===== config.mk =====
export PLATFORM = sky130hd
export DESIGN_NAME = centertrack
export DESIGN_NICKNAME = d
export VERILOG_FILES = /design/src/rtl/centertrack.sv
export SDC_FILE = /design/constraint.sdc
export NUM_CORES = 1
export LEC_CHECK = 0
export ABC_AREA = 1
export BUFFER_PORTS_ARGS = -buffer_cell sky130_fd_sc_hd__buf_2
export CORE_ASPECT_RATIO = 1.25
export CORE_MARGIN = 2
export CORE_UTILIZATION = 40
export DETAILED_ROUTE_END_ITERATION = 7
export PLACE_DENSITY = 0.55
export REMOVE_ABC_BUFFERS = 1
export SLEW_MARGIN = 20
export SYNTH_ARGS = -nofsm -noshare
export SYNTH_HDL_FRONTEND = slang
export SYNTH_SLANG_ARGS = --single-unit

===== constraint.sdc =====
create_clock -name iClk -period 9.37 [get_ports iClk]
set_clock_uncertainty 0.15 [all_clocks]
set_input_delay 0.4685 -clock iClk [delete_from_list [all_inputs] [get_ports iClk]]
set_output_delay 0.4685 -clock iClk [all_outputs]
set_load 0.03 [all_outputs]

===== src/rtl/centertrack.sv =====
// rtl/centertrack.sv - smoothed object-center tracker with swipe gesture detection
//
// Samples the detected center a fixed delay after each frame ends. The samples
// are exponentially smoothed, a lost track is reported after a run of empty
// frames, and swipes are recognised from the displacement against a moving
// anchor point.
//
// Ports:
//   iClk         in   1   pixel clock
//   iRst_n       in   1   asynchronous active-low reset
//   iFrameValid  in   1   frame-valid of the stream feeding the center detector
//   iXCenter     in  12   detected X center, unsigned
//   iYCenter     in  12   detected Y center, unsigned
//   oX           out 12   smoothed X center
//   oY           out 12   smoothed Y center
//   oValid       out  1   a track is held (TRACK or HOLD)
//   oLost        out  1   one-cycle pulse when the track is dropped
//   oGesture     out  3   last gesture: 1 right, 2 left, 3 down, 4 up, 0 none
//   oGestureStb  out  1   one-cycle strobe, oGesture carries a new code

module centertrack #(
    parameter int SAMPLE_DELAY = 40,
    parameter int ALPHA_SHIFT  = 2,
    parameter int LOST_FRAMES  = 4,
    parameter int SWIPE_DIST   = 64,
    parameter int SWIPE_FRAMES = 8
) (
    input  logic        iClk,
    input  logic        iRst_n,
    input  logic        iFrameValid,
    input  logic [11:0] iXCenter,
    input  logic [11:0] iYCenter,
    output logic [11:0] oX,
    output logic [11:0] oY,
    output logic        oValid,
    output logic        oLost,
    output logic [2:0]  oGesture,
    output logic        oGestureStb
);

    localparam int CNT_W = (SAMPLE_DELAY < 2) ? 1 : $clog2(SAMPLE_DELAY + 1);
    localparam logic [CNT_W-1:0] DELAY_INIT = CNT_W'(SAMPLE_DELAY);
    localparam logic [3:0]       LOST_LIM   = 4'(LOST_FRAMES);
    localparam logic [3:0]       WIN_LIM    = 4'(SWIPE_FRAMES);
    localparam logic [12:0]      SWIPE_LIM  = 13'(SWIPE_DIST);

    typedef enum logic [1:0] {
        IDLE  = 2'd0,
        TRACK = 2'd1,
        HOLD  = 2'd2
    } trackState_e;

    trackState_e state;
    trackState_e nextState;

    // Frame-end detection and sample delay counter
    logic             prevFv;
    logic             counting;
    logic [CNT_W-1:0] sampleCnt;
    logic             frameEnd;
    logic             sampleEvt;
    logic             present;

    // Track bookkeeping
    logic [11:0] anchorX;
    logic [11:0] anchorY;
    logic [3:0]  missCnt;
    logic [3:0]  winCnt;
    logic [3:0]  missNext;
    logic [3:0]  winNext;
    logic        gestChk;
    logic [11:0] smoothX;
    logic [11:0] smoothY;

    // Gesture evaluation against the anchor
    logic signed [12:0] dx;
    logic signed [12:0] dy;
    logic [12:0]        dxAbs;
    logic [12:0]        dyAbs;
    logic [2:0]         gestCode;

    // oX + ((target - oX) >>> ALPHA_SHIFT) in 14-bit signed, clamped to 12 bits
    function automatic logic [11:0] smooth(input logic [11:0] cur, input logic [11:0] tgt);
        logic signed [13:0] diff;
        logic signed [13:0] stepVal;
        logic signed [13:0] sum;
        diff    = $signed({2'b00, tgt}) - $signed({2'b00, cur});
        stepVal = diff >>> ALPHA_SHIFT;
        sum     = $signed({2'b00, cur}) + stepVal;
        if (sum < 14'sd0) begin
            return 12'd0;
        end else if (sum > 14'sd4095) begin
            return 12'd4095;
        end else begin
            return sum[11:0];
        end
    endfunction

    assign frameEnd  = prevFv & ~iFrameValid;
    // A frame end in the same cycle as a pending sample wins: the interrupted
    // frame is never sampled.
    assign sampleEvt = counting && (sampleCnt == '0) && !frameEnd;
    assign present   = (iXCenter != 12'd0) || (iYCenter != 12'd0);
    assign missNext  = missCnt + 4'd1;
    assign winNext   = winCnt + 4'd1;
    assign smoothX   = smooth(oX, iXCenter);
    assign smoothY   = smooth(oY, iYCenter);

    assign dx    = $signed({1'b0, oX}) - $signed({1'b0, anchorX});
    assign dy    = $signed({1'b0, oY}) - $signed({1'b0, anchorY});
    assign dxAbs = dx[12] ? $unsigned(-dx) : $unsigned(dx);
    assign dyAbs = dy[12] ? $unsigned(-dy) : $unsigned(dy);

    // X displacement takes priority over Y
    always_comb begin
        gestCode = 3'd0;
        if (dxAbs >= SWIPE_LIM) begin
            gestCode = dx[12] ? 3'd2 : 3'd1;
        end else if (dyAbs >= SWIPE_LIM) begin
            gestCode = dy[12] ? 3'd4 : 3'd3;
        end
    end

    always_ff @(posedge iClk or negedge iRst_n) begin
        if (!iRst_n) begin
            prevFv    <= 1'b0;
            counting  <= 1'b0;
            sampleCnt <= '0;
        end else begin
            prevFv <= iFrameValid;
            if (frameEnd) begin
                counting  <= 1'b1;
                sampleCnt <= DELAY_INIT;
            end else if (counting) begin
                if (sampleCnt == '0) begin
                    counting <= 1'b0;
                end else begin
                    sampleCnt <= sampleCnt - CNT_W'(1);
                end
            end
        end
    end

    // State register
    always_ff @(posedge iClk or negedge iRst_n) begin
        if (!iRst_n) begin
            state <= IDLE;
        end else begin
            state <= nextState;
        end
    end

    // Next-state logic: transitions happen only on sample events
    always_comb begin
        nextState = state;
        if (sampleEvt) begin
            case (state)
                IDLE: begin
                    if (present) begin
                        nextState = TRACK;
                    end
                end
                TRACK, HOLD: begin
                    if (present) begin
                        nextState = TRACK;
                    end else if (missNext == LOST_LIM) begin
                        nextState = IDLE;
                    end else begin
                        nextState = HOLD;
                    end
                end
                default: nextState = IDLE;
            endcase
        end
    end

    // State-decoded outputs
    always_comb begin
        oValid = (state == TRACK) || (state == HOLD);
    end

    // Position, anchor and gesture datapath
    always_ff @(posedge iClk or negedge iRst_n) begin
        if (!iRst_n) begin
            oX          <= 12'd0;
            oY          <= 12'd0;
            oLost       <= 1'b0;
            oGesture    <= 3'd0;
            oGestureStb <= 1'b0;
            anchorX     <= 12'd0;
            anchorY     <= 12'd0;
            missCnt     <= 4'd0;
            winCnt      <= 4'd0;
            gestChk     <= 1'b0;
        end else begin
            oLost       <= 1'b0;
            oGestureStb <= 1'b0;
            gestChk     <= 1'b0;
            if (sampleEvt) begin
                if (state == IDLE) begin
                    if (present) begin
                        oX      <= iXCenter;
                        oY      <= iYCenter;
                        anchorX <= iXCenter;
                        anchorY <= iYCenter;
                        winCnt  <= 4'd0;
                        missCnt <= 4'd0;
                    end
                end else if (present) begin
                    oX      <= smoothX;
                    oY      <= smoothY;
                    missCnt <= 4'd0;
                    // Gesture is judged next cycle on the updated position
                    gestChk <= 1'b1;
                end else if (missNext == LOST_LIM) begin
                    oLost    <= 1'b1;
                    oGesture <= 3'd0;
                    anchorX  <= 12'd0;
                    anchorY  <= 12'd0;
                    missCnt  <= 4'd0;
                    winCnt   <= 4'd0;
                end else begin
                    missCnt <= missNext;
                end
            end else if (gestChk) begin
                if (gestCode != 3'd0) begin
                    oGesture    <= gestCode;
                    oGestureStb <= 1'b1;
                    anchorX     <= oX;
                    anchorY     <= oY;
                    winCnt      <= 4'd0;
                end else if (winNext == WIN_LIM) begin
                    // Window expired: slow drift re-anchors instead of firing
                    anchorX <= oX;
                    anchorY <= oY;
                    winCnt  <= 4'd0;
                end else begin
                    winCnt <= winNext;
                end
            end
        end
    end

endmodule


==> impl_metrics.py, run 1 <==
metrics = {
    "clock_tree": {
        "cts_resized": 0,
        "htreeDepth": 3,
        "ctsRootBufferMaster": "clkbuf_16",
        "clkLatencyLatePin_ns": 0.35,
        "hold_buffers": 0,
        "clock-sinks": 72,
        "cts_setup_buffers": 0,
        "clockBufferDepth": 2,
        "clk_pin_slew_ns": 0.06,
        "cts_made_buffers": 9,
        "cts_tree": "built",
    },
    "detailed_routing": {
        "drt_pre_antenna_iters": 5,
        "drt-total-wl_um": 20800,
        "drtIter0Drc": 462,
        "drtAntennaViolNets": 0,
        "vias": 7235,
        "drt-vias-per-instance": 5.10,
        "drc": 0,
        "wire_per_inst_um": 14.7,
    },
    "timing": {
        "tightest_slew_ns": 1.07,
        "post-route-min-period_ns": 4.95,
        "timing.fmax_ghz": 0.202,
        "finalMaxSlewViolations": 0,
        "finalSetupViolations": 0,
        "setup_tns_ns": 0,
        "slew_headroom": 0.281,
        "finalCritPeriodShare": 0.528,
        "rsz0062_at_grt": "false",
        "hold_violations": 0,
    },
    "logic_synthesis": {
        "synth_cell_type_count": 49,
        "yosys_warnings": 0,
        "ys_seq_area_frac": 0.242,
        "synthFlopType": "dfrtp_1",
        "synth_area_mm2": 0.00746,
        "synth-seq-cells": 72,
        "async_flop_share": 1.00,
        "netlist_instances": 1144,
        "syn_avg_cell_area_um2": 6.52,
        "synth_edf_count": 0,
    },
    "global_routing": {
        "grt_max_degree": 73,
        "antenna_found_initial": 0,
        "grt_overflow": 0,
        "track_usage": 0.220,
        "grt_pass1_wl_um": 34600,
        "grt_pass1_vias": 6999,
    },
    "placement": {
        "place_hpwl_um": 16100,
        "place_congestion": 0.854,
        "numPortBuffers": 56,
    },
    "floorplanning": {
        "io_pins": 57,
        "die-area_mm2": 0.0198,
        "die_x_um": 126,
        "coreArea_mm2": 0.0182,
        "die_h_um": 157,
        "rows": 55,
        "initial_utilization": 0.411,
    },
    "critical_path": {
        "ff2ff_setup_slack_ns": 4.42,
        "required_ns": 9.48,
        "crit_path_max_fanout": 12,
        "reg2reg_from": "oY[1]",
        "crit_family": "simple AND/OR/NAND/NOR gates",
        "start_kind": "register",
        "arrival_ns": 5.06,
        "rr_endpoint": "oY[3]",
        "worstRegToRegCells": 31,
        "max_stage_delay_ns": 0.63,
        "crit_buf_inv": 2,
        "cp_slowest_cell": "nor2_1",
        "path_class": "reg2reg",
        "endpoint_kind": "register",
        "cpMostUsedCell": "nand2_1",
    },
    "min_path": {
        "hold_path_depth": 1,
        "min_to": "prevFv",
        "hp-start": "iFrameValid",
        "min_path_type": "in2reg",
    },
    "status": {
        "outcome": "finished, final reports clean",
    },
    "finish": {
        "final_common_cell": "nand2_1",
        "n_antenna_cell": 0,
        "syn_to_final_growth_pct": 9.58,
        "fillerInstances": 1964,
        "nets": 1299,
        "drive_gt1_frac": 0.0832,
        "regArea_mm2": 0.00180,
        "final_cell_mix": "nand2_1, inv_1, nand3_1",
        "multi_input_area_mm2": 0.00482,
    },
    "flow_run": {
        "cap_viol_max_count": 0,
    },
}
==> metal layers <==
metal / share of wire / GRT usage / vias up / wire length, um
li1: - / - / 3785 / -
met1: 0.44 / 0.260 / 3299 / 9080
met2: 0.51 / 0.403 / 119 / 10500
met3: 0.030 / 0.0263 / 32 / 628
met4: 0.028 / 0.0900 / 0 / 589
met5: 0 / 0 / - / 0
==> cells in the mapped netlist, types with 2 or more instances <==
cell / number / area [um2]
a21oi_1: 82 / 410
a21oi_2: 5 / 43.8
a22oi_1: 13 / 97.6
a31oi_1: 2 / 12.5
buf_1: 4 / 15.0
buf_2: 7 / 35.0
buf_6: 2 / 22.5
clkbuf_1: 13 / 48.8
dfrtp_1: 72 / 1800
fa_1: 4 / 80.1
ha_1: 80 / 1000
inv_1: 183 / 687
inv_2: 5 / 18.8
nand2_1: 312 / 1170
nand2_2: 6 / 37.5
nand3_1: 115 / 576
nand3b_1: 3 / 22.5
nand4_1: 15 / 93.8
nor2_1: 75 / 282
nor3_1: 11 / 55.1
nor4_1: 4 / 25.0
o21a_1: 2 / 15.0
o21ai_0: 53 / 265
o21ai_1: 4 / 20.0
o21bai_1: 6 / 45.0
o221ai_1: 2 / 17.5
o22ai_1: 3 / 18.8
or2_2: 3 / 18.8
xnor2_1: 12 / 105
xor2_1: 27 / 236
==> sequential cells by signal, summed over array words and instances, names as in the netlist <==
register     flops
anchorY         12
prevFv           1
oGestureStb      1
oX              12
missCnt          4
state            2
sampleCnt        6
counting         1
winCnt           4
gestChk          1
oGesture         3
oLost            1
anchorX         12
oY              12
==> worst max path at each step <==
stage,from,to,slack (ns),cells after the start
after floorplan,oY[1],oY[0],5.01,32
after global placement,iYCenter[1],oY[1],4.54,31
after detailed placement,iYCenter[1],oY[1],4.38,32
after CTS,oY[1],oY[1],4.40,32
after global routing,oY[1],oY[10],3.79,31
final,oY[1],oY[3],4.42,31
==> cell type report <==
class / instances / share of cell area
Clock buffer: 11 / 0.0285
Clock inverter: 2 / 0.00122
Inverter: 189 / 0.0868
Multi-Input combinational cell: 856 / 0.590
Sequential cell: 72 / 0.220
Tap cell: 228 / 0.0349
Timing Repair Buffer: 60 / 0.0383
==> per-stage QoR <==
step | util | worst slack, ns | hold WS [ns] | instances | instance area [um2]
2_1_floorplan | - | 5.01 | 0.0229 | 1117 | 7330
3_3_place_gp | 0.437 | 4.54 | 0.305 | 1405 | 7930
3_5_place_dp | 0.437 | 4.38 | 0.310 | 1405 | 7930
4_1_cts | 0.450 | 4.40 | 0.0729 | 1418 | 8170
5_1_grt | 0.450 | 3.79 | 0.0761 | 1418 | 8170
6_report | 0.450 | 4.42 | 0.0892 | 1418 | 8170
==> cells by family after synthesis <==
group	share of synthesized area
simple gates	0.316
buf+inv	0.112
compound gates	0.136
fa+ha+maj	0.145
flops	0.242
xor+xnor	0.0480
mux	0.00134
Power of run 1 is not shown: default switching activity piles up to over one toggle a cycle in this logic, so the estimate is an artifact.
==> inputs of run 2 (changes only) <==
--- a/config.mk
+++ b/config.mk
@@ -5,13 +5,13 @@
 export SDC_FILE = /design/constraint.sdc
 export NUM_CORES = 1
 export LEC_CHECK = 0
-export ABC_AREA = 1
+export ABC_AREA = 0
 export BUFFER_PORTS_ARGS = -buffer_cell sky130_fd_sc_hd__buf_2
 export CORE_ASPECT_RATIO = 1.25
 export CORE_MARGIN = 2
 export CORE_UTILIZATION = 40
 export DETAILED_ROUTE_END_ITERATION = 7
-export PLACE_DENSITY = 0.55
+export PLACE_DENSITY = 0.57
 export REMOVE_ABC_BUFFERS = 1
 export SLEW_MARGIN = 20
 export SYNTH_ARGS = -nofsm -noshare
==> constraint.sdc (replaced) <==
create_clock -name iClk -period 4.3 [get_ports iClk]
set_clock_uncertainty 0.15 [all_clocks]
set_input_delay 0.215 -clock iClk [delete_from_list [all_inputs] [get_ports iClk]]
set_output_delay 0.215 -clock iClk [all_outputs]
set_load 0.03 [all_outputs]
==> run 2 against run 1 <==
Core utilization is 3.8 points higher. Synthesized cell count decreased by 23%. Non-clock buffer count rose by 56. Via count is 9.8% lower. Final cell count fell by 14%. Sequential cell count is the same. Critical path type unchanged. Largest cell class unchanged.
==> impl_metrics.py, run 2 <==
metrics = {
    "status": {
        "outcome": "finished, final reports clean",
    },
    "logic_synthesis": {
        "synth_cell_type_count": 74,
        "synth_edf_count": 0,
        "synth_top_family_by_area": "simple AND/OR/NAND/NOR gates",
        "yosys.area.top_type": "dfrtp_1",
        "synthSimpleGateAreaFrac": 0.216,
        "async_flop_share": 1.00,
        "ys_top_cells_by_area": "dfrtp_1, ha_1, nor2_1, o21ai_0, xnor2_1",
        "syn_avg_cell_area_um2": 8.02,
        "muxShareOfSynthArea": 0.0387,
        "yosys.area_share.adder": 0.153,
        "yosys_warnings": 0,
        "synth_top_area_share": 0.254,
        "ys_seq_area_frac": 0.254,
        "synth-xor-area-share": 0.0631,
        "synth-seq-cells": 72,
        "synth_area_mm2": 0.00708,
        "netlist_instances": 883,
        "synth_compound_area_frac": 0.213,
        "synth.most_common_cell": "nor2_1",
        "synthFlopType": "dfrtp_1",
        "synthTopCellsByCount": "nor2_1, ha_1, inv_1",
    },
    "critical_path": {
        "arrival_ns": 4.33,
        "cp.depth": 21,
        "worstRegToRegCells": 21,
        "cp_slowest_cell": "or4_4",
        "crit_path_max_fanout": 6,
        "max_stage_delay_ns": 0.55,
        "start_kind": "register",
        "crit_chain": "inv_2 -> ha_4 -> a21oi_4 -> o21bai_4 -> a21oi_4 -> o21ai_2 -> o41ai_2 -> buf_4 -> nor2b_4 -> nor3_2 -> nor2_1 -> ha_1 -> and3_4 -> a31oi_4 -> a21oi_2 -> nand2_1 -> or4_4 -> mux2i_4 -> buf_6 -> nor2_1 -> o21ai_0",
        "required_ns": 4.41,
        "crit_family": "compound AO/OA/AOI/OAI gates",
        "crit_buf_inv": 3,
        "path_class": "reg2reg",
        "endpoint_kind": "register",
    },
    "floorplanning": {
        "die_h_um": 153,
        "io_pins": 57,
        "die-area_mm2": 0.0188,
        "rows": 54,
        "die_x_um": 123,
        "coreArea_mm2": 0.0174,
        "initial_utilization": 0.406,
    },
    "finish": {
        "final_cell_mix": "nor2_1, inv_1, nand2_1, ha_1, dfrtp_1",
        "final_common_cell": "nor2_1",
        "final_util": 0.488,
        "syn_to_final_growth_pct": 20.1,
        "postLayoutCellArea_mm2": 0.00851,
        "nets": 1097,
        "drive_gt1_frac": 0.182,
        "fillerInstances": 1792,
    },
    "placement": {
        "numPortBuffers": 56,
        "place_congestion": 0.857,
        "place_hpwl_um": 13800,
        "place_area_mm2": 0.00787,
    },
    "timing": {
        "slew_headroom": 0.519,
        "timing.fmax_ghz": 0.237,
        "post-route-min-period_ns": 4.22,
        "tightest_slew_ns": 0.714,
        "rsz0062_at_grt": "true",
        "finalSetupViolations": 0,
        "finalCritPeriodShare": 0.980,
        "setup_tns_ns": 0,
        "hold_violations": 0,
        "finalMaxSlewViolations": 0,
    },
    "min_path": {
        "hold_path_depth": 3,
        "min_path_type": "in2reg",
    },
    "detailed_routing": {
        "drt-vias-per-instance": 5.37,
        "drc": 0,
        "drtIter0Drc": 308,
        "drt_pre_antenna_iters": 4,
        "wire_per_inst_um": 15.1,
        "drt-total-wl_um": 18300,
        "vias": 6529,
        "drtAntennaViolNets": 0,
    },
    "clock_tree": {
        "cts_tree": "built",
        "ctsRootBufferMaster": "clkbuf_16",
        "clockBufferDepth": 2,
        "htreeDepth": 3,
        "clock-sinks": 72,
        "clkLatencyLatePin_ns": 0.34,
        "clk_pin_slew_ns": 0.06,
        "cts_made_buffers": 9,
    },
    "power_and_ir_drop": {
        "ir_drop_v": 0.000405,
        "p_int_mw": 3.36,
        "powerDensity_mw_per_mm2": 743,
        "comb_power_share": 0.719,
        "p_switching_mw": 2.96,
        "swShare": 0.469,
        "p_clk_frac": 0.123,
        "leakagePower_nw": 3.93,
        "pwr-share-seq": 0.158,
        "power_mw": 6.32,
    },
    "global_routing": {
        "grt_pass1_vias": 6316,
        "grt_pass1_wl_um": 29900,
        "grt_overflow": 0,
        "track_usage": 0.198,
        "grt_max_degree": 73,
        "antenna_found_initial": 2,
    },
    "flow_run": {
        "cap_viol_max_count": 0,
    },
}
run 2: what timing repair did:
action / CTS / global route
endpoints found under the hold margin: 73 / 0
buffers inserted: 0 / 9
pin swaps: 0 / 30
hold buffers: 2 / 0
gates cloned: 0 / 3
endpoints found under the setup margin: 24 / 24
gates resized for setup: 4 / 62
run 2: layout make-up:
| class | instances | area [um2] | area share |
|---|---|---|---|
| Antenna cell | 1 | 2.50 | 0.000294 |
| Clock buffer | 13 | 260 | 0.0306 |
| Clock inverter | 3 | 40.0 | 0.00471 |
| Inverter | 80 | 300 | 0.0353 |
| Multi-Input combinational cell | 707 | 5070 | 0.596 |
| Sequential cell | 72 | 1800 | 0.212 |
| Tap cell | 224 | 280 | 0.0329 |
| Timing Repair Buffer | 116 | 751 | 0.0882 |
run 2: cells by family (layout without fill, tap and decap cells):
family / after synthesis / after routing
AND/OR/NAND/NOR: 311 / 312
flip-flops: 72 / 72
multiplexers: 27 / 27
XOR/XNOR: 51 / 51
buffers and inverters: 105 / 212
adder cells (fa/ha/maj): 84 / 84
AO/OA/AOI/OAI: 233 / 233
other: 0 / 1
run 2: power by group through the flow:
stage                     clock, mW  sequential [mW]  combinational (mW)
after detailed placement          0             1.01                4.16
after global routing          0.818             1.03                5.11
after CTS                     0.792            0.999                4.20
after global placement            0             1.01                4.14
final                         0.776            0.998                4.54
after floorplan                   0             1.18                2.93
run 2: path summary, 6_finish.rpt:
| kind | startpoint | to | slack [ns] |
|---|---|---|---|
| max | oX[1] | oX[7] | 0.08 |
| max in group asynchronous | iRst_n | state[1] | 3.17 |
| min reg2reg | anchorY[0] | anchorY[0] | 0.34 |
| max reg2reg | oX[1] | oX[7] | 0.08 |
| min in group asynchronous | iRst_n | anchorX[1] | 0.32 |
| min | iYCenter[0] | oY[0] | 0.03 |
run 2: metal layers:
layer / up-vias / share of wire / GRT usage
met2: 99 / 0.50 / 0.349
met3: 32 / 0.028 / 0.0273
met5: - / 0.00071 / 0
met1: 3046 / 0.44 / 0.235
li1: 3350 / - / -
met4: 2 / 0.032 / 0.0860
run 2: metrics by stage:
step / setup slack (ns) / instances / hold WS, ns
3_3_place_gp: -0.0549 / 1185 / 0.202
5_1_grt: -0.159 / 1215 / 0.0558
4_1_cts: 0.0385 / 1203 / 0.0215
3_5_place_dp: -0.110 / 1185 / 0.206
2_1_floorplan: -0.582 / 858 / -0.231
6_report: 0.0848 / 1216 / 0.0312
run 2: worst min-delay path, stage by stage:
cell and delay (ns):
buf_2 0.12, nand2_1 0.07, a31oi_1 0.08
Note: power is estimated with default switching activity, not from simulation.
==> inputs of run 3 (changes only) <==
==> constraint.sdc (replaced) <==
create_clock -name iClk -period 3.55 [get_ports iClk]
set_clock_uncertainty 0.15 [all_clocks]
set_input_delay 0.1775 -clock iClk [delete_from_list [all_inputs] [get_ports iClk]]
set_output_delay 0.1775 -clock iClk [all_outputs]
set_load 0.03 [all_outputs]
==> run 3 against run 2 <==
The run now ends with setup timing left. Clock-buffer cell count down 3. Sequential share of layout area fell by 2.7 points. Global-route usage grew 1.3 points. First-iteration DRC count is 9.7% higher. Via count increased by 7.9%. Non-clock buffer count increased by 131. Setup slack worse by 0.63 ns. Critical path depth down 1. Fmax increased by 2.9%. Critical path type unchanged. Critical endpoint is now oX[11]. Highest routed layer is now met4.
==> impl_metrics.py, run 3 (synthesized netlist as in run 2, its figures left out) <==
metrics = {
    "critical_path": {
        "rr_endpoint": "oX[11]",
        "reg2reg_from": "oX[1]",
        "path_class": "reg2reg",
        "cp_slowest_cell": "or4_4",
        "crit_path_max_fanout": 6,
        "max_stage_delay_ns": 0.55,
        "required_ns": 3.66,
        "crit_buf_inv": 4,
        "endpoint_kind": "register",
        "worstRegToRegCells": 20,
        "ff2ff_setup_slack_ns": -0.55,
        "crit_family": "compound AO/OA/AOI/OAI gates",
        "start_kind": "register",
        "crit_chain": "inv_2 -> ha_4 -> a21oi_4 -> o21bai_4 -> a21oi_2 -> o21ai_2 -> o41ai_2 -> buf_4 -> nor2b_4 -> o21a_1 -> nor2_1 -> ha_1 -> buf_4 -> a21oi_1 -> a21oi_2 -> or4_4 -> mux2i_4 -> buf_6 -> nor2_1 -> o21ai_1",
        "arrival_ns": 4.21,
    },
    "clock_tree": {
        "clk_pin_slew_ns": 0.06,
        "cts_made_buffers": 9,
        "htreeDepth": 3,
        "ctsRootBufferMaster": "clkbuf_16",
        "cts_tree": "built",
        "clock-sinks": 72,
        "clkLatencyLatePin_ns": 0.34,
        "clockBufferDepth": 2,
    },
    "global_routing": {
        "grt_pass1_vias": 7037,
        "grt_max_degree": 73,
        "antenna_found_initial": 0,
        "grt_pass1_wl_um": 32300,
        "grt_overflow": 0,
        "track_usage": 0.211,
    },
    "min_path": {
        "min_path_type": "in2reg",
        "hold_path_depth": 3,
        "min_to": "oY[7]",
        "hp-start": "iYCenter[7]",
    },
    "detailed_routing": {
        "route.met2.wl_um": 10300,
        "wl_met1_um": 8280,
        "drtAntennaViolNets": 0,
        "vias": 7044,
        "dr_wl_met3_um": 671,
        "routed.top_layer": "met4",
        "drc": 0,
        "drt_pre_antenna_iters": 4,
        "drt-total-wl_um": 19700,
        "drtIter0Drc": 338,
        "drt-vias-per-instance": 5.24,
        "wire_per_inst_um": 14.6,
    },
    "timing": {
        "tightest_slew_ns": 0.980,
        "timing.fmax_ghz": 0.244,
        "finalCritPeriodShare": 1.15,
        "hold_ws_ns": 0.0125,
        "rsz0062_at_grt": "true",
        "hold_violations": 0,
        "setup_ws_ns": -0.546,
        "post-route-min-period_ns": 4.10,
        "slew_headroom": 0.346,
        "finalMaxSlewViolations": 0,
        "finalSetupViolations": 52,
    },
    "floorplanning": {
        "io_pins": 57,
        "coreArea_mm2": 0.0174,
        "rows": 54,
        "die-area_mm2": 0.0188,
        "die_h_um": 153,
        "die_x_um": 123,
        "initial_utilization": 0.406,
    },
    "finish": {
        "drive_gt1_frac": 0.319,
        "final_util": 0.560,
        "final_cell_mix": "buf_4, nor2_1, inv_1",
        "syn_to_final_growth_pct": 37.9,
        "n_antenna_cell": 0,
        "postLayoutCellArea_mm2": 0.00977,
        "final_common_cell": "buf_4",
        "nets": 1227,
    },
    "placement": {
        "pre_cts_slack_ns": -0.882,
        "place_congestion": 0.858,
        "place_area_mm2": 0.00874,
        "place_hpwl_um": 14400,
        "numPortBuffers": 56,
    },
    "power_and_ir_drop": {
        "power_mw": 8.96,
        "ir_drop_v": 0.000685,
        "leakagePower_nw": 4.60,
        "powerDensity_mw_per_mm2": 918,
    },
    "status": {
        "outcome": "complete, but fails checks",
        "violations": "setup timing",
    },
    "flow_run": {
        "cap_viol_max_count": 0,
    },
}
## run 3: changes by cell type in the layout (fill, tap and decap cells not counted), sizes merged
cell,delta
buf,+131
bufinv,-1
clkbuf,-3
clkinv,+2
clkinvlp,+2
diode,-1
nor2,-1
## run 3: repair_timing
| item | 4_1_cts | 5_1_grt |
|---|---|---|
| setup endpoints to repair | 55 | 56 |
| buffers inserted | 18 | 14 |
| gates resized for setup | 96 | 61 |
| pin swaps | 54 | 71 |
| hold buffers | 2 | 0 |
| gates cloned | 4 | 0 |
| hold endpoints to repair | 73 | 0 |
## run 3: layout make-up
cell class	instances	area, um2
fillers	1646	7660
repair buffers	247	1830
flip-flops and latches	72	1800
well taps	224	280
inverters	80	300
clock buffers	10	239
multi-input cells	706	5290
clock inverters	6	35.0
## run 3: worst max-delay path by stage
stage / start / endpoint / slack, ns / depth (start not counted)
6_report: oX[1] / oX[11] / -0.55 / 20
5_1_grt: oX[1] / oX[5] / -0.75 / 21
4_1_cts: oX[1] / oX[0] / -0.62 / 21
3_5_place_dp: oX[1] / oX[0] / -0.88 / 21
3_3_place_gp: oX[1] / oX[1] / -0.84 / 21
2_1_floorplan: oX[1] / oX[10] / -1.33 / 20
## run 3: stage by stage
| step | instances | TNS [ns] |
|---|---|---|
| 2_1_floorplan | 858 | -37.02 |
| 3_3_place_gp | 1299 | -19.85 |
| 3_5_place_dp | 1299 | -21.10 |
| 4_1_cts | 1335 | -15.93 |
| 5_1_grt | 1345 | -22.39 |
| 6_report | 1345 | -11.81 |
## run 3: worst reg2reg max path, cell delays in order (launching register included)
cell and delay, ns:
dfrtp_1 0.39, inv_2 0.08, ha_4 0.20, a21oi_4 0.17, o21bai_4 0.08, a21oi_2 0.19
o21ai_2 0.11, o41ai_2 0.22, buf_4 0.18, nor2b_4 0.04, o21a_1 0.18, nor2_1 0.10
ha_1 0.27, buf_4 0.16, a21oi_1 0.25, a21oi_2 0.11, or4_4 0.55, mux2i_4 0.23
buf_6 0.18, nor2_1 0.05, o21ai_1 0.13
## run 3: per-layer routing
layer  vias up  global-route usage
met5         -                   0
met3        27              0.0266
met2        97               0.393
met1      3318               0.247
met4         0              0.0568
li1       3602                   -
## run 3: power by group
| group | internal (mW) | total, mW | switching (mW) |
|---|---|---|---|
| combinational | 3.40 | 6.92 | 3.52 |
| clock | 0.487 | 0.863 | 0.376 |
| sequential | 1.04 | 1.18 | 0.135 |
